### src/rtl/mycpu_pkg.sv
// Shared decode constants for the MIPS core: opcodes, functs, next-PC selects, reset PC.
package mycpu_pkg;

  localparam logic [31:0] RESET_PC_DEFAULT = 32'hbfc00000;

  localparam logic [5:0] OP_SPECIAL = 6'b000000;
  localparam logic [5:0] OP_REGIMM  = 6'b000001;
  localparam logic [5:0] OP_J       = 6'b000010;
  localparam logic [5:0] OP_JAL     = 6'b000011;
  localparam logic [5:0] OP_BEQ     = 6'b000100;
  localparam logic [5:0] OP_BNE     = 6'b000101;
  localparam logic [5:0] OP_BLEZ    = 6'b000110;
  localparam logic [5:0] OP_BGTZ    = 6'b000111;

  localparam logic [5:0] FN_JR   = 6'b001000;
  localparam logic [5:0] FN_JALR = 6'b001001;

  localparam logic [4:0] RT_BLTZ   = 5'b00000;
  localparam logic [4:0] RT_BGEZ   = 5'b00001;
  localparam logic [4:0] RT_BLTZAL = 5'b10000;
  localparam logic [4:0] RT_BGEZAL = 5'b10001;

  typedef enum logic [1:0] {
    JEN_SEQ = 2'b00,
    JEN_REL = 2'b01,
    JEN_ABS = 2'b10,
    JEN_REG = 2'b11
  } jen_e;

  // Encoding doubles as the occupancy count.
  typedef enum logic [1:0] {
    StEmpty = 2'd0,
    StOne   = 2'd1,
    StFull  = 2'd2
  } buf_state_e;

endpackage

### src/rtl/inst_decode_stage_if.sv
// Fetch/EXE-facing signal bundle of the decode stage; slave is the ID stage side.
interface inst_decode_stage_if;

  logic        inst_sram_en;
  logic [31:0] inst_sram_addr;
  logic [31:0] inst_sram_rdata;
  logic [31:0] rs_value;
  logic [31:0] rt_value;
  logic        exe_allowin;
  logic        allowIN;
  logic [1:0]  jen;
  logic [31:0] offset;
  logic        id_valid;
  logic [31:0] id_pc;
  logic [31:0] id_inst;
  logic        id_link;

  modport slave (
    input  inst_sram_en, inst_sram_addr, inst_sram_rdata, rs_value, rt_value, exe_allowin,
    output allowIN, jen, offset, id_valid, id_pc, id_inst, id_link
  );

  modport master (
    output inst_sram_en, inst_sram_addr, inst_sram_rdata, rs_value, rt_value, exe_allowin,
    input  allowIN, jen, offset, id_valid, id_pc, id_inst, id_link
  );

endinterface

### src/rtl/id_branch_unit.sv
// Combinational branch/jump resolution for the ID head instruction (before fire gating).
// REGIMM branches (BLTZ/BGEZ/BLTZAL/BGEZAL) decode only when ID_REGIMM_BRANCH_EN is defined.
module id_branch_unit
  import mycpu_pkg::*;
(
  input  logic [31:0] inst,
  input  logic [31:0] id_pc,
  input  logic [31:0] rs_value,
  input  logic [31:0] rt_value,
  output logic [1:0]  jen,
  output logic [31:0] offset,
  output logic        link
);

  logic [5:0]  opcode;
  logic [5:0]  funct;
  logic [31:0] pc_plus4;
  logic [31:0] br_offset;
  logic [31:0] j_target;
  logic        unused_pc;

  assign opcode    = inst[31:26];
  assign funct     = inst[5:0];
  assign pc_plus4  = id_pc + 32'd4;
  assign br_offset = {{14{inst[15]}}, inst[15:0], 2'b00};
  assign j_target  = {pc_plus4[31:28], inst[25:0], 2'b00};
  assign unused_pc = ^pc_plus4[27:0];

`ifdef ID_REGIMM_BRANCH_EN
  logic [4:0] rt;
  assign rt = inst[20:16];
`endif

  always_comb begin
    jen    = JEN_SEQ;
    offset = '0;
    link   = 1'b0;
    case (opcode)
      OP_BEQ: if (rs_value == rt_value) begin
        jen    = JEN_REL;
        offset = br_offset;
      end
      OP_BNE: if (rs_value != rt_value) begin
        jen    = JEN_REL;
        offset = br_offset;
      end
      OP_BLEZ: if ($signed(rs_value) <= 0) begin
        jen    = JEN_REL;
        offset = br_offset;
      end
      OP_BGTZ: if ($signed(rs_value) > 0) begin
        jen    = JEN_REL;
        offset = br_offset;
      end
      OP_J: begin
        jen    = JEN_ABS;
        offset = j_target;
      end
      OP_JAL: begin
        jen    = JEN_ABS;
        offset = j_target;
        link   = 1'b1;
      end
      OP_SPECIAL: begin
        if (funct == FN_JR || funct == FN_JALR) begin
          jen    = JEN_REG;
          offset = rs_value;
          link   = (funct == FN_JALR);
        end
      end
`ifdef ID_REGIMM_BRANCH_EN
      OP_REGIMM: begin
        // Link forms write PC+8 even when the branch falls through.
        link = (rt == RT_BLTZAL) || (rt == RT_BGEZAL);
        if (((rt == RT_BLTZ || rt == RT_BLTZAL) && rs_value[31]) ||
            ((rt == RT_BGEZ || rt == RT_BGEZAL) && !rs_value[31])) begin
          jen    = JEN_REL;
          offset = br_offset;
        end
      end
`endif
      default: ;
    endcase
  end

endmodule

### src/rtl/inst_decode_stage.sv
// MIPS ID stage: 2-entry holding buffer fed by the 1-cycle-latency instruction SRAM,
// valid/allowin handshake to EXE, branch resolution back to fetch. Optional: ID_REGIMM_BRANCH_EN.
module inst_decode_stage
  import mycpu_pkg::*;
#(
  parameter logic [31:0] RESET_PC = RESET_PC_DEFAULT,
  parameter int unsigned DEPTH    = 2
) (
  input logic                  clk,
  input logic                  rst,
  inst_decode_stage_if.slave   bus
);

  if (DEPTH != 2) begin : g_depth_check
    $error("inst_decode_stage: only DEPTH == 2 is supported");
  end

  buf_state_e  state_q;
  logic        pend_q;
  logic [31:0] pend_pc_q;
  logic [31:0] head_pc_q, head_inst_q;
  logic [31:0] tail_pc_q, tail_inst_q;

  logic        fire;
  logic [2:0]  occ_next;
  logic [1:0]  br_jen;
  logic [31:0] br_offset;
  logic        br_link;

  assign bus.id_valid = (state_q != StEmpty);
  assign bus.id_pc    = head_pc_q;
  assign bus.id_inst  = head_inst_q;
  assign fire         = bus.id_valid && bus.exe_allowin;

  // Reserve a slot for every outstanding request so returning data is never dropped.
  assign occ_next    = {1'b0, state_q} + {2'b00, pend_q} - {2'b00, fire};
  assign bus.allowIN = (occ_next < 3'd2);

  always_ff @(posedge clk) begin
    if (rst) begin
      state_q     <= StEmpty;
      pend_q      <= 1'b0;
      pend_pc_q   <= '0;
      head_pc_q   <= RESET_PC;
      head_inst_q <= '0;
      tail_pc_q   <= '0;
      tail_inst_q <= '0;
    end else begin
      pend_q    <= bus.inst_sram_en;
      pend_pc_q <= bus.inst_sram_addr;
      unique case (state_q)
        StEmpty: begin
          if (pend_q) begin
            head_pc_q   <= pend_pc_q;
            head_inst_q <= bus.inst_sram_rdata;
            state_q     <= StOne;
          end
        end
        StOne: begin
          if (pend_q && fire) begin
            head_pc_q   <= pend_pc_q;
            head_inst_q <= bus.inst_sram_rdata;
          end else if (pend_q) begin
            tail_pc_q   <= pend_pc_q;
            tail_inst_q <= bus.inst_sram_rdata;
            state_q     <= StFull;
          end else if (fire) begin
            state_q <= StEmpty;
          end
        end
        StFull: begin
          if (fire) begin
            head_pc_q   <= tail_pc_q;
            head_inst_q <= tail_inst_q;
            if (pend_q) begin
              tail_pc_q   <= pend_pc_q;
              tail_inst_q <= bus.inst_sram_rdata;
            end else begin
              state_q <= StOne;
            end
          end
        end
        default: state_q <= StEmpty;
      endcase
    end
  end

  id_branch_unit u_branch (
    .inst     (head_inst_q),
    .id_pc    (head_pc_q),
    .rs_value (bus.rs_value),
    .rt_value (bus.rt_value),
    .jen      (br_jen),
    .offset   (br_offset),
    .link     (br_link)
  );

  // Redirect only in the cycle the control instruction leaves for EXE.
  assign bus.jen     = fire ? br_jen : JEN_SEQ;
  assign bus.offset  = (fire && (br_jen != JEN_SEQ)) ? br_offset : 32'd0;
  assign bus.id_link = bus.id_valid && br_link;

endmodule

### src/flat_wrapper.sv
// flat-port wrapper written by rule: the top's interface ports become plain ports
module inst_decode_stage_flat import mycpu_pkg::*;
#(
  parameter logic [31:0] RESET_PC = RESET_PC_DEFAULT,
  parameter int unsigned DEPTH    = 2
)
  (clk, rst, bus_inst_sram_en, bus_inst_sram_addr, bus_inst_sram_rdata, bus_rs_value, bus_rt_value, bus_exe_allowin, bus_allowIN, bus_jen, bus_offset, bus_id_valid, bus_id_pc, bus_id_inst, bus_id_link);
  inst_decode_stage_if bus_i ();
  input logic clk;
  input logic rst;
  input wire logic [$bits(bus_i.inst_sram_en)-1:0] bus_inst_sram_en;
  input wire logic [$bits(bus_i.inst_sram_addr)-1:0] bus_inst_sram_addr;
  input wire logic [$bits(bus_i.inst_sram_rdata)-1:0] bus_inst_sram_rdata;
  input wire logic [$bits(bus_i.rs_value)-1:0] bus_rs_value;
  input wire logic [$bits(bus_i.rt_value)-1:0] bus_rt_value;
  input wire logic [$bits(bus_i.exe_allowin)-1:0] bus_exe_allowin;
  output wire logic [$bits(bus_i.allowIN)-1:0] bus_allowIN;
  output wire logic [$bits(bus_i.jen)-1:0] bus_jen;
  output wire logic [$bits(bus_i.offset)-1:0] bus_offset;
  output wire logic [$bits(bus_i.id_valid)-1:0] bus_id_valid;
  output wire logic [$bits(bus_i.id_pc)-1:0] bus_id_pc;
  output wire logic [$bits(bus_i.id_inst)-1:0] bus_id_inst;
  output wire logic [$bits(bus_i.id_link)-1:0] bus_id_link;
  assign bus_i.inst_sram_en = bus_inst_sram_en;
  assign bus_i.inst_sram_addr = bus_inst_sram_addr;
  assign bus_i.inst_sram_rdata = bus_inst_sram_rdata;
  assign bus_i.rs_value = bus_rs_value;
  assign bus_i.rt_value = bus_rt_value;
  assign bus_i.exe_allowin = bus_exe_allowin;
  assign bus_allowIN = bus_i.allowIN;
  assign bus_jen = bus_i.jen;
  assign bus_offset = bus_i.offset;
  assign bus_id_valid = bus_i.id_valid;
  assign bus_id_pc = bus_i.id_pc;
  assign bus_id_inst = bus_i.id_inst;
  assign bus_id_link = bus_i.id_link;
  inst_decode_stage #(.RESET_PC(RESET_PC), .DEPTH(DEPTH)) u_core (.clk(clk), .rst(rst), .bus(bus_i));
endmodule
### config.mk
export PLATFORM = sky130hd
export DESIGN_NAME = inst_decode_stage_flat
export DESIGN_NICKNAME = d
export VERILOG_FILES = /design/src/rtl/mycpu_pkg.sv /design/src/rtl/inst_decode_stage_if.sv /design/src/rtl/id_branch_unit.sv /design/src/rtl/inst_decode_stage.sv /design/src/flat_wrapper.sv
export SDC_FILE = /design/constraint.sdc
export NUM_CORES = 1
export LEC_CHECK = 0
export ABC_AREA = 1
export CELL_PAD_IN_SITES_DETAIL_PLACEMENT = 0
export CELL_PAD_IN_SITES_GLOBAL_PLACEMENT = 1
export CORE_ASPECT_RATIO = 0.5
export CORE_UTILIZATION = 33
export CTS_CLUSTER_SIZE = 14
export DETAILED_ROUTE_END_ITERATION = 8
export GPL_TIMING_DRIVEN = 0
export PLACE_DENSITY = 0.8
export SETUP_SLACK_MARGIN = 0.2
export SYNTH_ARGS = -nofsm -noshare
export SYNTH_HDL_FRONTEND = slang
export SYNTH_HIERARCHICAL = 1
export SYNTH_SLANG_ARGS = --single-unit
### constraint.sdc
create_clock -name clk -period 3.4 [get_ports clk]
set_input_delay 0.68 -clock clk [delete_from_list [all_inputs] [get_ports clk]]
set_output_delay 0.68 -clock clk [all_outputs]
set_load 0.03 [all_outputs]
## Word level (Yosys, flattened, before mapping)

Index checks and enable logic that the tools add are counted.

- Add/sub/neg operators: 3
- Magnitude comparators: 3
- Eq/ne operators: 18
- Muxes and demuxes: 39
- Reductions and logical operators: 15

Operators with widths:

| kind | number |
|---|---|
| $mux W32 | 18 |
| $pmux W32 S3 | 2 |
| $pmux W32 S6 | 1 |
| $pmux W32 S2 | 2 |
| $add A32 B3 Y32 const B | 1 |
| $eq A32 B32 Y1 | 1 |
| $gt A32 B1 Y1 const B | 1 |
| $le A32 B1 Y1 const B | 1 |
| $ne A32 B32 Y1 | 1 |
| $eq A6 B3 Y1 const B | 4 |
| $mux W2 | 8 |
| $eq A6 B2 Y1 const B | 2 |
| $eq A6 B4 Y1 const B | 2 |
| $pmux W2 S6 | 1 |
| $logic_not A6 Y1 | 1 |
| $ne A2 B1 Y1 const B | 3 |
| $pmux W2 S3 | 1 |
| $reduce_bool A2 Y1 | 3 |
| $mux W1 | 5 |
| $reduce_and A5 Y1 | 1 |
| $logic_and A1 B1 Y1 | 4 |
| $ne A2 B2 Y1 const B | 2 |
| $reduce_and A4 Y1 | 1 |
| $add A2 B1 Y3 | 1 |
| 11 further kinds | 11 |

- Register bits: 163
- Input port bits: 132
- Output and inout bits: 101
- Word-level logic and storage cells: 85

## Longest topological paths before layout

- Word-level depth: 7
- Gate-level depth with buffers: 17
- Depth with buffers taken out: 15

## Hierarchy

The synthesis kept the hierarchy.

By module, submodules not included:

| module | instances | cells each | area each (um2) | seq. area each (um2) |
|---|---|---|---|---|
| inst_decode_stage | 1 | 1,040 | 6,917.9 | 3,263.1 |
| id_branch_unit | 1 | 435 | 1,973.1 | 0.0 |

## Worst setup path after synthesis

No wires, ideal clock.

- Path type: input-to-output
- From: input bus_rs_value[11]
- To: output bus_offset[11]
- Arrival time: 2.644 ns
- Required time: 2.720 ns
- Setup slack: 0.076 ns
- Stages: 15
- Buffers on the path: 2
- Cells stage by stage: xnor2_1 -> nand2_1 -> nor2_1 -> nand2_1 -> nor2_2 -> nand2_1 -> nand2_4 -> buf_4 -> nand2_1 -> nand2_1 -> inv_1 -> nor2_2 -> nor2_2 -> buf_6 -> nor2_1

- Word-level cells in the longest chain between the ends: 6
- Elaborated cells on any way between the ends: 18
- Those cells by class: 2 x order compare; 2 x eq/ne; 12 x mux; 2 x reduce/logical

Ends and longest elaborated chain:

| element | line | source |
|---|---|---|
| start: declaration | flat_wrapper.sv:14 | `input wire logic [$bits(bus_i.rs_value)-1:0] bus_rs_value;` |
| $gt A32 B1 Y1 (tied with other cells) | id_branch_unit.sv:51 | `OP_BGTZ: if ($signed(rs_value) > 0) begin` |
| $mux W1, on equally long branches | -- |  |
| $pmux W2 S6 (*) | id_branch_unit.sv:38 | `case (opcode)` |
| via u_core.br_jen[0] | inst_decode_stage.sv:26 | `logic [1:0] br_jen;` |
| $reduce_bool A2 Y1 (*) | inst_decode_stage.sv:100 | `assign bus.offset = (fire && (br_jen != JEN_SEQ)) ? br_offset : 32'd0;` |
| $logic_and A1 B1 Y1 (*) | inst_decode_stage.sv:100 |  |
| $mux W32 (*) | inst_decode_stage.sv:100 |  |
| end: declaration | flat_wrapper.sv:19 | `output wire logic [$bits(bus_i.offset)-1:0] bus_offset;` |

The timed path passes the listed nets; every way through them passes the cells marked *.

## Worst setup path in the final report

- From: input bus_rs_value[20]
- To: output bus_offset[20]

Same word-level chain as after synthesis.

==> results_dict.tcl <==
set metrics [dict create \
    ant_nets 0 \
    fin_crit_ns 3.32 \
    die_area_mm2 0.0276 \
    slew_headroom 0.482 \
    path_clk_slew_ns 0.06 \
    ys_seq_area_frac 0.367 \
    fin_crit_sh 0.975 \
    tns_ns 0 \
    drv_slew 0 \
    nFillCells 2678 \
    ys_warn_count 6 \
    cts_sinks 163 \
    endpoint_kind "output pin" \
    cp-start-kind "input pin" \
    timing.max_cap.violations 0 \
    clk_latency_ns 0.43 \
    leakage_nw 6.35 \
    cp_common_cell "nand2_2" \
    grt_max_degree 17 \
    worst_r2r_endpoint "u_core/bus.id_inst[1]$_SDFFE_PP0P_" \
    place.gp.congestion 0.872 \
    synth_adder_area_share 0.00366 \
    final_common_cell "nand2_1" \
    min_path_cells 1 \
    critical-path-slowest-cell "buf_16" \
    power.density_mw_per_mm2 516 \
    stdcell_area_mm2 0.0131 \
    timing.reg2reg.worst_path_depth 7 \
    dr.pass1.iters 8 \
    syn_area_per_cell_um2 6.03 \
    hpwl_um 23100 \
    placed_area_mm2 0.0116 \
    cp.buffers_inverters 8 \
    synth_top_area_share 0.367 \
    ios 233 \
    core_mm2 0.0264 \
    final_nets 1906 \
    grt_antenna_before_repair 0 \
    ctsHoldBuffers 0 \
    syn-cell-area_mm2 0.00889 \
    synthMuxAreaShare 0 \
    cts_inserted_buffers 17 \
    drive_above_1_share 0.209 \
    vias_per_cell 4.57 \
    cp_max_fo 5 \
    grt_pass1_vias 9112 \
    skew_ns 0.00912 \
    die_height_um 118 \
    synth_top_family_by_area "simple AND/OR/NAND/NOR gates" \
    max_freq_mhz 302 \
    grt_first_pass_wirelength_um 47700 \
    final_util 0.497 \
    die_x_um 234 \
    cts_tree "done" \
    reg2reg_slack_ns 1.72 \
    r2r-start "u_core/state_q[0]$_SDFFE_PP0P_" \
    grt_overflow 0 \
    crit_family "simple AND/OR/NAND/NOR gates" \
    tightest_slew_ns 0.778 \
    synth.distinct_cells 29 \
    worstSetupPathType "input pin to output pin" \
    hold_class "register to register" \
    finalHoldViolCount 0 \
    vdd_drop_max_v 0.000356 \
    drt_wl_total_um 30500 \
    synth.top_cells.by_area "dfxtp_1, nand2_1, nor2_1" \
    io_buffers 231 \
    setup_viol 0 \
    syn_nets 1609 \
    min_to "u_core/state_q[0]$_SDFFE_PP0P_" \
    crit_chain "buf_6 > inv_2 > nand2_1 > nor2_1 > nand2_1 > nor2_2 > nand2_2 > nand2_2 > nand2_4 > buf_6 > nand2_2 > nor2_2 > nand2_2 > inv_2 > nor2_4 > nor2_4 > buf_12 > buf_12 > buf_16 > nor2_4 > buf_6" \
    clk_path_buf_depth 2 \
    yosys.area_share.simple 0.399 \
    slowest_delay_ns 0.14 \
    row_count 42 \
    drt-initial-drc-count 735 \
    synth_compound_area_frac 0.0774 \
    violations "DRC" \
    drc 13 \
    area_growth_pct 47.6 \
    cp.depth 21 \
    mostFrequentLayoutCells "nand2_1, nor2_1, inv_1, dfxtp_1, clkdlybuf4s50_1" \
    diodes 0 \
    ys_ff_latch 163 \
    required_ns 2.72 \
    vias 9769 \
    htree_levels 4 \
    grt_usage 0.221 \
    cts.root.buffer_cell "clkbuf_16" \
    rsz0062_at_grt "yes" \
    outcome "finished, violations left" \
    post_drt_wl_per_cell_um 14.3 \
    synth_xor_area_frac 0.0217 \
    synth_largest_area_cell "dfxtp_1" \
    initial_utilization 0.336 \
    cp.arrival_ns 2.64 \
    min_from "u_core/state_q[0]$_SDFFE_PP0P_" \
    syn_inst 1475 \
]
==> cell families (layout without fill, tap and decap cells) <==
group | after synthesis | in the layout
adders and majority gates | 2 | 2
xor gates and xnor gates | 22 | 22
buffers and inverters | 271 | 581
AOI/OAI and AO/OA | 136 | 136
and+or+nand+nor | 881 | 881
DFF | 163 | 163
==> metrics by stage <==
| step | worst slack, ns | power (mW) | instances | hold WS, ns |
|---|---|---|---|---|
| floorplan | 0.185 | 3.84 | 1475 | 0.455 |
| global placement | -1.12 | 4.81 | 2058 | 0.468 |
| detailed placement | -1.16 | 4.85 | 2058 | 0.475 |
| CTS | 0.0855 | 6.73 | 2122 | 0.488 |
| global route | -0.0724 | 7.18 | 2137 | 0.492 |
| finish | 0.0842 | 6.78 | 2137 | 0.477 |
==> cells in the mapped netlist <==
library cell    n
nor2_2         18
nor3_1          2
buf_1           1
nand2_1       420
dfxtp_1       163
nand3b_1       15
nand2_2        12
buf_8           1
buf_4           8
fa_1            1
buf_2          29
inv_2           9
xnor2_1        22
a22o_1          2
ha_1            1
nand4_1         8
nand3_1        41
nand2_4         2
buf_6           9
nand3_4         1
clkbuf_1       25
a21oi_1         3
inv_4           1
o21ai_0       126
nor2_1        360
o21ai_1         5
inv_1         188
and2_1          1
nand3_2         1
==> worst register-to-register path, delay by kind of cell, from the launching register on <==
kind,cells,cell delay (ns)
buf+inv,3,0.67
flops,1,0.37
compound gates,2,0.38
simple gates,2,0.17
==> power breakdown <==
group          internal, mW  switching [mW]  total [mW]
clock                  1.01           0.777        1.79
sequential             2.17           0.267        2.44
combinational          1.02            1.53        2.55
==> timing repair <==
item	4_1_cts	5_1_grt
pin swaps	78	68
cloned	3	0
endpoints found under the setup margin	36	34
setup buffers	29	15
resized for setup	551	167
==> flip-flops by register name, summed over array words and instances (netlist names) <==
register / flops
u_core/bus.id_inst: 32
u_core/bus.id_pc: 32
u_core/pend_pc_q: 32
u_core/tail_inst_q: 32
u_core/tail_pc_q: 32
u_core/state_q: 2
u_core/pend_q: 1
==> final cells by class <==
type	count	area (um^2)	share of cell area
plain buffers	73	469	0.0357
clock buffers	22	484	0.0369
clock inverters	10	73.8	0.00562
inverters	198	758	0.0578
multi-input cells	1041	4970	0.379
flip-flops and latches	163	3270	0.249
well taps	352	440	0.0336
repair buffers	278	2660	0.202
==> routing by layer <==
| layer | part of all wire | global-route usage | up-vias | wire (um) |
|---|---|---|---|---|
| li1 | - | - | 5008 | - |
| met4 | 0.013 | 0.0503 | 0 | 411 |
| met5 | 0 | 0 | - | 0 |
| met2 | 0.49 | 0.380 | 224 | 14800 |
| met1 | 0.45 | 0.289 | 4504 | 13900 |
| met3 | 0.046 | 0.0342 | 33 | 1390 |
==> worst max-delay path by stage <==
stage / startpoint / end / slack, ns
final: bus_rs_value[20] / bus_offset[20] / 0.08
after global routing: bus_rs_value[19] / bus_offset[20] / -0.07
after CTS: bus_rs_value[13] / bus_offset[29] / 0.09
after detailed placement: bus_rs_value[9] / bus_offset[4] / -1.16
after global placement: bus_rs_value[9] / bus_offset[4] / -1.12
after floorplan: bus_rs_value[11] / bus_offset[11] / 0.18
(Power assumes the default switching activity.)
